==> config.mk <==
export PLATFORM = sky130hd
export DESIGN_NAME = wb_bram32_ctrl
export DESIGN_NICKNAME = d
export VERILOG_FILES = /design/src/rtl/wb_bram32_ctrl.sv
export SDC_FILE = /design/constraint.sdc
export NUM_CORES = 1
export LEC_CHECK = 0
export ABC_AREA = 1
export BUFFER_PORTS_ARGS = -buffer_cell sky130_fd_sc_hd__buf_2
export CAP_MARGIN = 10
export CORE_MARGIN = 10
export CORE_UTILIZATION = 45
export CTS_CLUSTER_DIAMETER = 60
export DETAILED_ROUTE_END_ITERATION = 8
export GPL_TIMING_DRIVEN = 0
export HOLD_SLACK_MARGIN = 0.15
export PLACE_DENSITY = 0.9
export SETUP_SLACK_MARGIN = 0.05
export SYNTH_ARGS = -nofsm -noshare
export SYNTH_HDL_FRONTEND = slang
export SYNTH_SLANG_ARGS = --single-unit
export TNS_END_PERCENT = 1
==> constraint.sdc <==
create_clock -name clk -period 2.3 [get_ports clk]
set_input_delay 0.23 -clock clk [delete_from_list [all_inputs] [get_ports clk]]
set_output_delay 0.23 -clock clk [all_outputs]
set_load 0.05 [all_outputs]
==> src/rtl/wb_bram32_ctrl.sv <==
// rtl/wb_bram32_ctrl.sv - Wishbone B3 slave driving port A of a 32-bit byte-writable block RAM
//
// Purpose:
//   Converts Wishbone classic single cycles and registered incrementing
//   bursts (CTI=010, linear or wrap4/8/16) into block RAM port A accesses.
//   The one-cycle BRAM read latency is hidden by prefetching, so a running
//   burst delivers one beat per clock. During master wait states the BRAM
//   clock enable is dropped so the prefetched word stays on bram_dout.
//
// Ports:
//   clk, rst_n       system clock (also BRAM port A clock), async active-low reset
//   wb_cyc_i         bus cycle
//   wb_stb_i         strobe
//   wb_we_i          1 = write
//   wb_sel_i[3:0]    byte selects
//   wb_adr_i         byte address, [addr_width+1:2] selects the word
//   wb_dat_i[31:0]   write data
//   wb_cti_i[2:0]    cycle type: 000 classic, 010 incrementing burst, 111 end
//   wb_bte_i[1:0]    burst type: 00 linear, 01 wrap4, 10 wrap8, 11 wrap16
//   wb_dat_o[31:0]   read data (straight from bram_dout)
//   wb_ack_o         acknowledge
//   bram_clken       BRAM clock enable (CE and OCE)
//   bram_addr        BRAM word address
//   bram_we[3:0]     BRAM byte write enables
//   bram_din[31:0]   BRAM write data (straight from wb_dat_i)
//   bram_dout[31:0]  BRAM read data, valid one enabled clock after the address

module wb_bram32_ctrl #(
  parameter int addr_width = 12
) (
  input  logic                  clk,
  input  logic                  rst_n,
  input  logic                  wb_cyc_i,
  input  logic                  wb_stb_i,
  input  logic                  wb_we_i,
  input  logic [3:0]            wb_sel_i,
  input  logic [addr_width+1:0] wb_adr_i,
  input  logic [31:0]           wb_dat_i,
  input  logic [2:0]            wb_cti_i,
  input  logic [1:0]            wb_bte_i,
  output logic [31:0]           wb_dat_o,
  output logic                  wb_ack_o,
  output logic                  bram_clken,
  output logic [addr_width-1:0] bram_addr,
  output logic [3:0]            bram_we,
  output logic [31:0]           bram_din,
  input  logic [31:0]           bram_dout
);

  typedef enum logic [1:0] {
    IDLE  = 2'd0,
    RACK  = 2'd1,
    WACK  = 2'd2,
    BURST = 2'd3
  } state_t;

  localparam logic [addr_width-1:0] ADDR_ONE = {{(addr_width-1){1'b0}}, 1'b1};

  state_t                state_q, state_d;
  logic [addr_width-1:0] cnt_q, cnt_d;     // next word to prefetch in a read burst
  logic [1:0]            bte_q, bte_d;     // burst type latched at burst start
  logic                  bwe_q, bwe_d;     // burst direction latched at burst start
  logic                  ready_q;          // low until the first clock after reset

  logic                  go;
  logic [addr_width-1:0] adr_word;
  logic                  unused_adr_lsb;

  assign adr_word       = wb_adr_i[addr_width+1:2];
  assign unused_adr_lsb = ^wb_adr_i[1:0];
  assign go             = wb_cyc_i & wb_stb_i & ready_q;

  assign wb_dat_o = bram_dout;
  assign bram_din = wb_dat_i;

  // Wrapping bursts only advance the low 2/3/4 bits; the rest of the address
  // stays inside the aligned wrap block.
  function automatic logic [addr_width-1:0] next_addr(input logic [addr_width-1:0] a,
                                                      input logic [1:0]            bte);
    logic [addr_width-1:0] n;
    n = a;
    case (bte)
      2'b00:   n      = a + ADDR_ONE;
      2'b01:   n[1:0] = a[1:0] + 2'd1;
      2'b10:   n[2:0] = a[2:0] + 3'd1;
      default: n[3:0] = a[3:0] + 4'd1;
    endcase
    return n;
  endfunction

  always_comb begin
    state_d    = state_q;
    cnt_d      = cnt_q;
    bte_d      = bte_q;
    bwe_d      = bwe_q;
    wb_ack_o   = 1'b0;
    bram_clken = 1'b0;
    bram_we    = 4'b0000;
    bram_addr  = adr_word;

    case (state_q)
      IDLE: begin
        // Reads are issued straight away so the data is ready for the ack cycle.
        bram_clken = go & ~wb_we_i;
        if (go) begin
          bwe_d = wb_we_i;
          bte_d = wb_bte_i;
          if (!wb_we_i) begin
            cnt_d = next_addr(adr_word, wb_bte_i);
          end
          if (wb_cti_i == 3'b010) begin
            state_d = BURST;
          end else begin
            state_d = wb_we_i ? WACK : RACK;
          end
        end
      end

      RACK: begin
        // clken stays low so bram_dout holds the word read in IDLE.
        wb_ack_o = wb_cyc_i;
        state_d  = IDLE;
      end

      WACK: begin
        wb_ack_o   = wb_cyc_i;
        bram_clken = wb_cyc_i;
        bram_we    = wb_sel_i & {4{wb_cyc_i}};
        state_d    = IDLE;
      end

      BURST: begin
        wb_ack_o   = go;
        bram_clken = go;
        if (bwe_q) begin
          bram_we = wb_sel_i & {4{go}};
        end else begin
          // Each acked beat returns the prefetched word and fetches the next.
          bram_addr = cnt_q;
          if (go) begin
            cnt_d = next_addr(cnt_q, bte_q);
          end
        end
        if (go && (wb_cti_i == 3'b111)) begin
          state_d = IDLE;
        end
      end

      default: state_d = IDLE;
    endcase

    if (!wb_cyc_i) begin
      state_d = IDLE;
    end
  end

  always_ff @(posedge clk or negedge rst_n) begin
    if (!rst_n) begin
      state_q <= IDLE;
      cnt_q   <= '0;
      bte_q   <= 2'b00;
      bwe_q   <= 1'b0;
      ready_q <= 1'b0;
    end else begin
      state_q <= state_d;
      cnt_q   <= cnt_d;
      bte_q   <= bte_d;
      bwe_q   <= bwe_d;
      ready_q <= 1'b1;
    end
  end

endmodule

==> After elaboration in Yosys (flattened, before gate mapping) <==
Cells that the tools add are included.
{ "word_totals": {"ff_bits": 18, "latchBits": 0, "ram_bits": 0, "romBits": 0, "out_inout_bits": 82, "n_memories": 0} }
{ "classes": {"addsub": 8, "mul": 0, "n_div": 0, "n_lt_le_gt_ge": 0, "n_eq_ne": 18, "shift": 0, "mux": 25, "bitwise_logic": 6, "n_reduce_logical": 14} }
{ "ops": {"columns": ["operator", "count"], "rows": [
  ["$mux 12", 6],
  ["$add 12x1->12 const B", 2],
  ["$pmux 12 s2", 1],
  ["$pmux 2 s3", 3],
  ["$reduce_and 6->1", 3],
  ["$mux 8", 2],
  ["$ne 2x2->1 const B", 6],
  ["$mux 2", 5],
  ["$pmux 1 s3", 3],
  ["$add 4x1->4 const B", 2],
  ["$and 4x4->4", 2],
  ["$eq 2x2->1 const B", 4],
  ["$pmux 4 s2", 1],
  ["$add 3x1->3 const B", 2],
  ["$eq 2x1->1 const B", 3],
  ["$logic_not 2->1", 3],
  ["$ne 3x3->1 const B", 2],
  ["$pmux 1 s2", 3],
  ["$reduce_or 2->1", 3],
  ["$reduce_and 5->1", 1],
  ["$add 2x1->2 const B", 2],
  ["$mux 4", 1],
  ["$reduce_and 2->1", 2],
  ["$and 1x1->1", 3],
  ["6 further kinds", 6]
]} }

==> Logic depth before layout (Yosys ltp) <==
{ "logic_depth": {"word_depth": 6, "ltp_mapped": 11} }

==> Least setup slack after synthesis <==
OpenSTA, ideal clock, no wires.
{ "synth_path": {"path_type": "flip-flop to output port", "startpoint": "register state_q[0]", "endpoint": "output port bram_addr[0]", "arrival_ps": 2188, "required_ps": 2070, "path_slack_ps": -118, "path_stages_with_launch": 7, "path_cell_list": "dfrtp_1 ha_1 buf_6 inv_4 or2_1 clkbuf_2 o21ai_0"} }
{ "synth_via": {"elab_chain_cells": 2} }
{ "synth_rtl": {"columns": ["element", "line", "text"], "rows": [
  ["start: declaration", "59", "state_t state_q, state_d;"],
  ["start signal: assignment", "165", "state_q <= state_d;"],
  ["$eq 2x2->1", "101", "case (state_q)"],
  ["$mux 12", "101", null],
  ["end: declaration", "44", "output logic [addr_width-1:0] bram_addr,"]
]} }
Every way passes these cells.

==> Final worst setup path <==
{ "layout_path": {"startpoint": "register state_q[0]", "endpoint": "output port bram_addr[4]"} }
The elaborated chain is that of the path after synthesis.

==> run_results.csv <==
group,metric,value,unit
timing,fin_hold_ws,0.2712,ns
worst_setup_path,critPathKind,"reg2out",
routing,finalWirelength,7063,µm
grt,grtUsageTotal,15.29,%
worst_hold_path,hold_class,"in2reg",
worst_setup_path,path_buf_inv,4,
power,pwr-share-comb,55.5,%
timing,slew_violations,0,
cells_and_area,fin_area,3048,µm²
power,powerDensity,631.7,nW/µm²
floorplan,initial_core_util,46.06,%
synth,yosys_warnings,0,
worst_setup_path,worstSetupStartpointType,"flop",
placed_design,io_buffers,107,
routing,via_count,2515,
synth,synth-async-reset-ratio,100.0,%
placed_design,dp_hpwl,6242,µm
worst_setup_path,worstPathRequired,2.07,ns
clocking,insertion_delay,0.25,ns
grt,grt_pass1_vias,2527,
floorplan,core,5075,µm²
synth,ys.flop_type,"dfrtp_1",
timing,setup_viol,0,
worst_setup_path,critical-path-top-delay-family,"buffers and inverters",
cells_and_area,seq_area,450.4,µm²
routing,drc,0,
placed_design,postPlaceCellArea,2960,µm²
timing,clock_skew,0.001006,ns
cells_and_area,stdcell_count,530,
grt,antenna_found_initial,0,
power,design_power_total,1.925,mW
routing,wire_per_inst,13.33,µm
worst_setup_path,critPathArrivalTime,1.97,ns
timing,hold_violations,0,
outcome,status,"finished clean",
cells_and_area,area_growth,30.41,%
cells_and_area,multi_input_area,1220,µm²
cells_and_area,drive_gt1_share,43.91,%
timing,fin_setup_tns,0,ns
synth,synth-seq-cells,18,
floorplan,die_h,92.07,µm
synth,syn_area,2337,µm²
worst_setup_path,critPathMaxStageDelay,0.39,ns
power,p_sw,0.9726,mW
job,drv_cap,0,
cells_and_area,fillers,477,
synth,syn_nets,453,
synth,synth.distinct_cells,37,
floorplan,pin_count,174,
power,p_leak,1.735,nW
synth,seq_area_frac_synth,19.27,%
synth,avgSynthCellArea,6.716,µm²
timing,fmax,453.6,MHz
floorplan,fp.dieW,92.07,µm
synth,synth_edf_count,0,
floorplan,fp-row-count,26,
power,vdd_ir_drop_max,0.3816,mV
routing,via_per_inst,4.745,
timing,fin_crit,2.204,ns
clocking,post-cts-setup-buffers,0,
worst_setup_path,cp_cell_sequence,"ha_1, buf_6, inv_4, or2_4, clkbuf_2, o21ai_0, buf_4",
placed_design,place_inst,525,
synth,syn_inst,348,
power,p_int,0.9526,mW
clocking,cts_tree,"yes",
grt,grt_max_degree,19,
grt,grt_overflow,0,
worst_setup_path,slowest_stage,"dfrtp_1",
timing,fin_crit_sh,95.84,%
worst_setup_path,cp_max_fo,10,
clocking,htreeDepth,1,
power,swShare,50.52,%
clocking,root_buffer,"clkbuf_8",
routing,first_pass_iters,4,
placed_design,place.gp.congestion,0.8786,
clocking,cts-buffers-inserted,3,
power,p_clk_share,13.7,%
clocking,ctsLongestPathBuffers,2,
grt,grt_pass1_wl,11180,µm
power,seqPwrFrac,30.8,%
timing,rsz0062_at_grt,"true",
clocking,cts_sinks,18,
worst_setup_path,critPathCaptureType,"output pin",
routing,ant_nets,0,
cells_and_area,n_antenna_cell,0,
cells_and_area,nets,566,
routing,drtIter0Drc,149,
clocking,clk_pin_slew,0.07,ns
floorplan,dieArea,8477,µm²
-- stage by stage --
step | worst slack [ns] | utilization, %
after floorplan | -0.1185 | -
after global placement | 0.2654 | 58.33
after detailed placement | 0.2924 | 58.33
after CTS | 0.008509 | 59.66
after global routing | 0.009652 | 60.06
final | 0.09562 | 60.06
-- timing repair --
action,CTS,global route
gates resized for setup,1,10
hold buffers,1,0
endpoints found under the setup margin,7,11
hold endpoints to repair,18,0
cloned,0,0
-- cell usage after synthesis (all sizes together) (4+ instances only) --
cell type	n	area share, %
a21oi	10	2.5
a31oi	4	1.1
buf	68	22
dfrtp	18	19
ha	13	7.0
inv	39	6.4
nand2	88	15
nand3	32	8.4
nand4	6	1.6
nor2	29	6.1
o21ai	23	4.9
-- final cells by class --
type	count	share of cell area (%)
Tap cell	70	2.874
Multi-Input combinational cell	221	40.02
Inverter	40	5.172
Timing Repair Buffer	108	18.39
Buffer	69	16.95
Clock buffer	4	1.806
Sequential cell	18	14.78
-- state kept, by name (all words and copies together) (netlist names) --
name	cells
bwe_q	1
bte_q	2
state_q	2
ready_q	1
cnt_q	12
-- tightest hold or removal path, delay by kind of cell --
kind            cells  cell delay [ns]
compound gates      1             0.07
simple gates        1             0.06
buf+inv             1             0.13
-- layout by cell type, fill, tap and decap left out, types with 4 or more instances in the layout --
cell and count:
inv_1 38, a31oi_1 4, clkbuf_8 4, ha_1 13, nor2_1 22, nor2_2 5, o21ai_0 21, dfrtp_1 18
nand2_1 85, a21oi_1 8, buf_4 68, buf_2 102, nand4_1 6, clkbuf_4 4, nand3_1 28
-- path summary, 6_finish.rpt --
check | from | endpoint | slack [ns] | cells after the start
max | state_q[0]$_DFFE_PN0P_ | bram_addr[4] | 0.1 | 7
max reg2reg | state_q[0]$_DFFE_PN0P_ | cnt_q[5]$_DFFE_PN0P_ | 0.63 | 9
min reg2reg | cnt_q[10]$_DFFE_PN0P_ | cnt_q[10]$_DFFE_PN0P_ | 0.52 | 2
min | wb_bte_i[0] | bte_q[0]$_DFFE_PN0P_ | 0.27 | 3
min in group asynchronous | rst_n | ready_q$_DFF_PN0_ | 0.44 | 2
max in group asynchronous | rst_n | bwe_q$_DFFE_PN0P_ | 1.57 | 2
-- cells by family (layout without fill, tap and decap cells) --
group,after synthesis,count (layout),share of synthesized area (%)
xor+xnor,2,2,0.7496
simple gates,160,160,32.87
buf+inv,109,221,28.75
compound gates,43,43,10.28
fa+ha+maj,13,13,6.959
flops,18,18,19.27
other cells,1,1,0.1604
mux,2,2,0.9635
-- layer usage --
layer / track usage [%] / vias to the layer above / part of all wire [%]
met4: 4.113 / 0 / 1.3
met2: 29.71 / 136 / 54
met5: 0 / - / 0
met1: 15.29 / 1090 / 36
met3: 4.482 / 11 / 9.4
li1: - / 1278 / -
-- power by group through the flow --
| stage | Sequential, mW | Clock (mW) | Combinational (mW) |
|---|---|---|---|
| CTS | 0.587 | 0.269 | 1.07 |
| finish | 0.592 | 0.264 | 1.07 |
| global route | 0.609 | 0.283 | 1.18 |
| detailed placement | 0.593 | 0 | 1.06 |
| global placement | 0.584 | 0 | 1.03 |
| floorplan | 0.559 | 0 | 0.845 |
No activity file was read; power rests on OpenSTA's default activity.
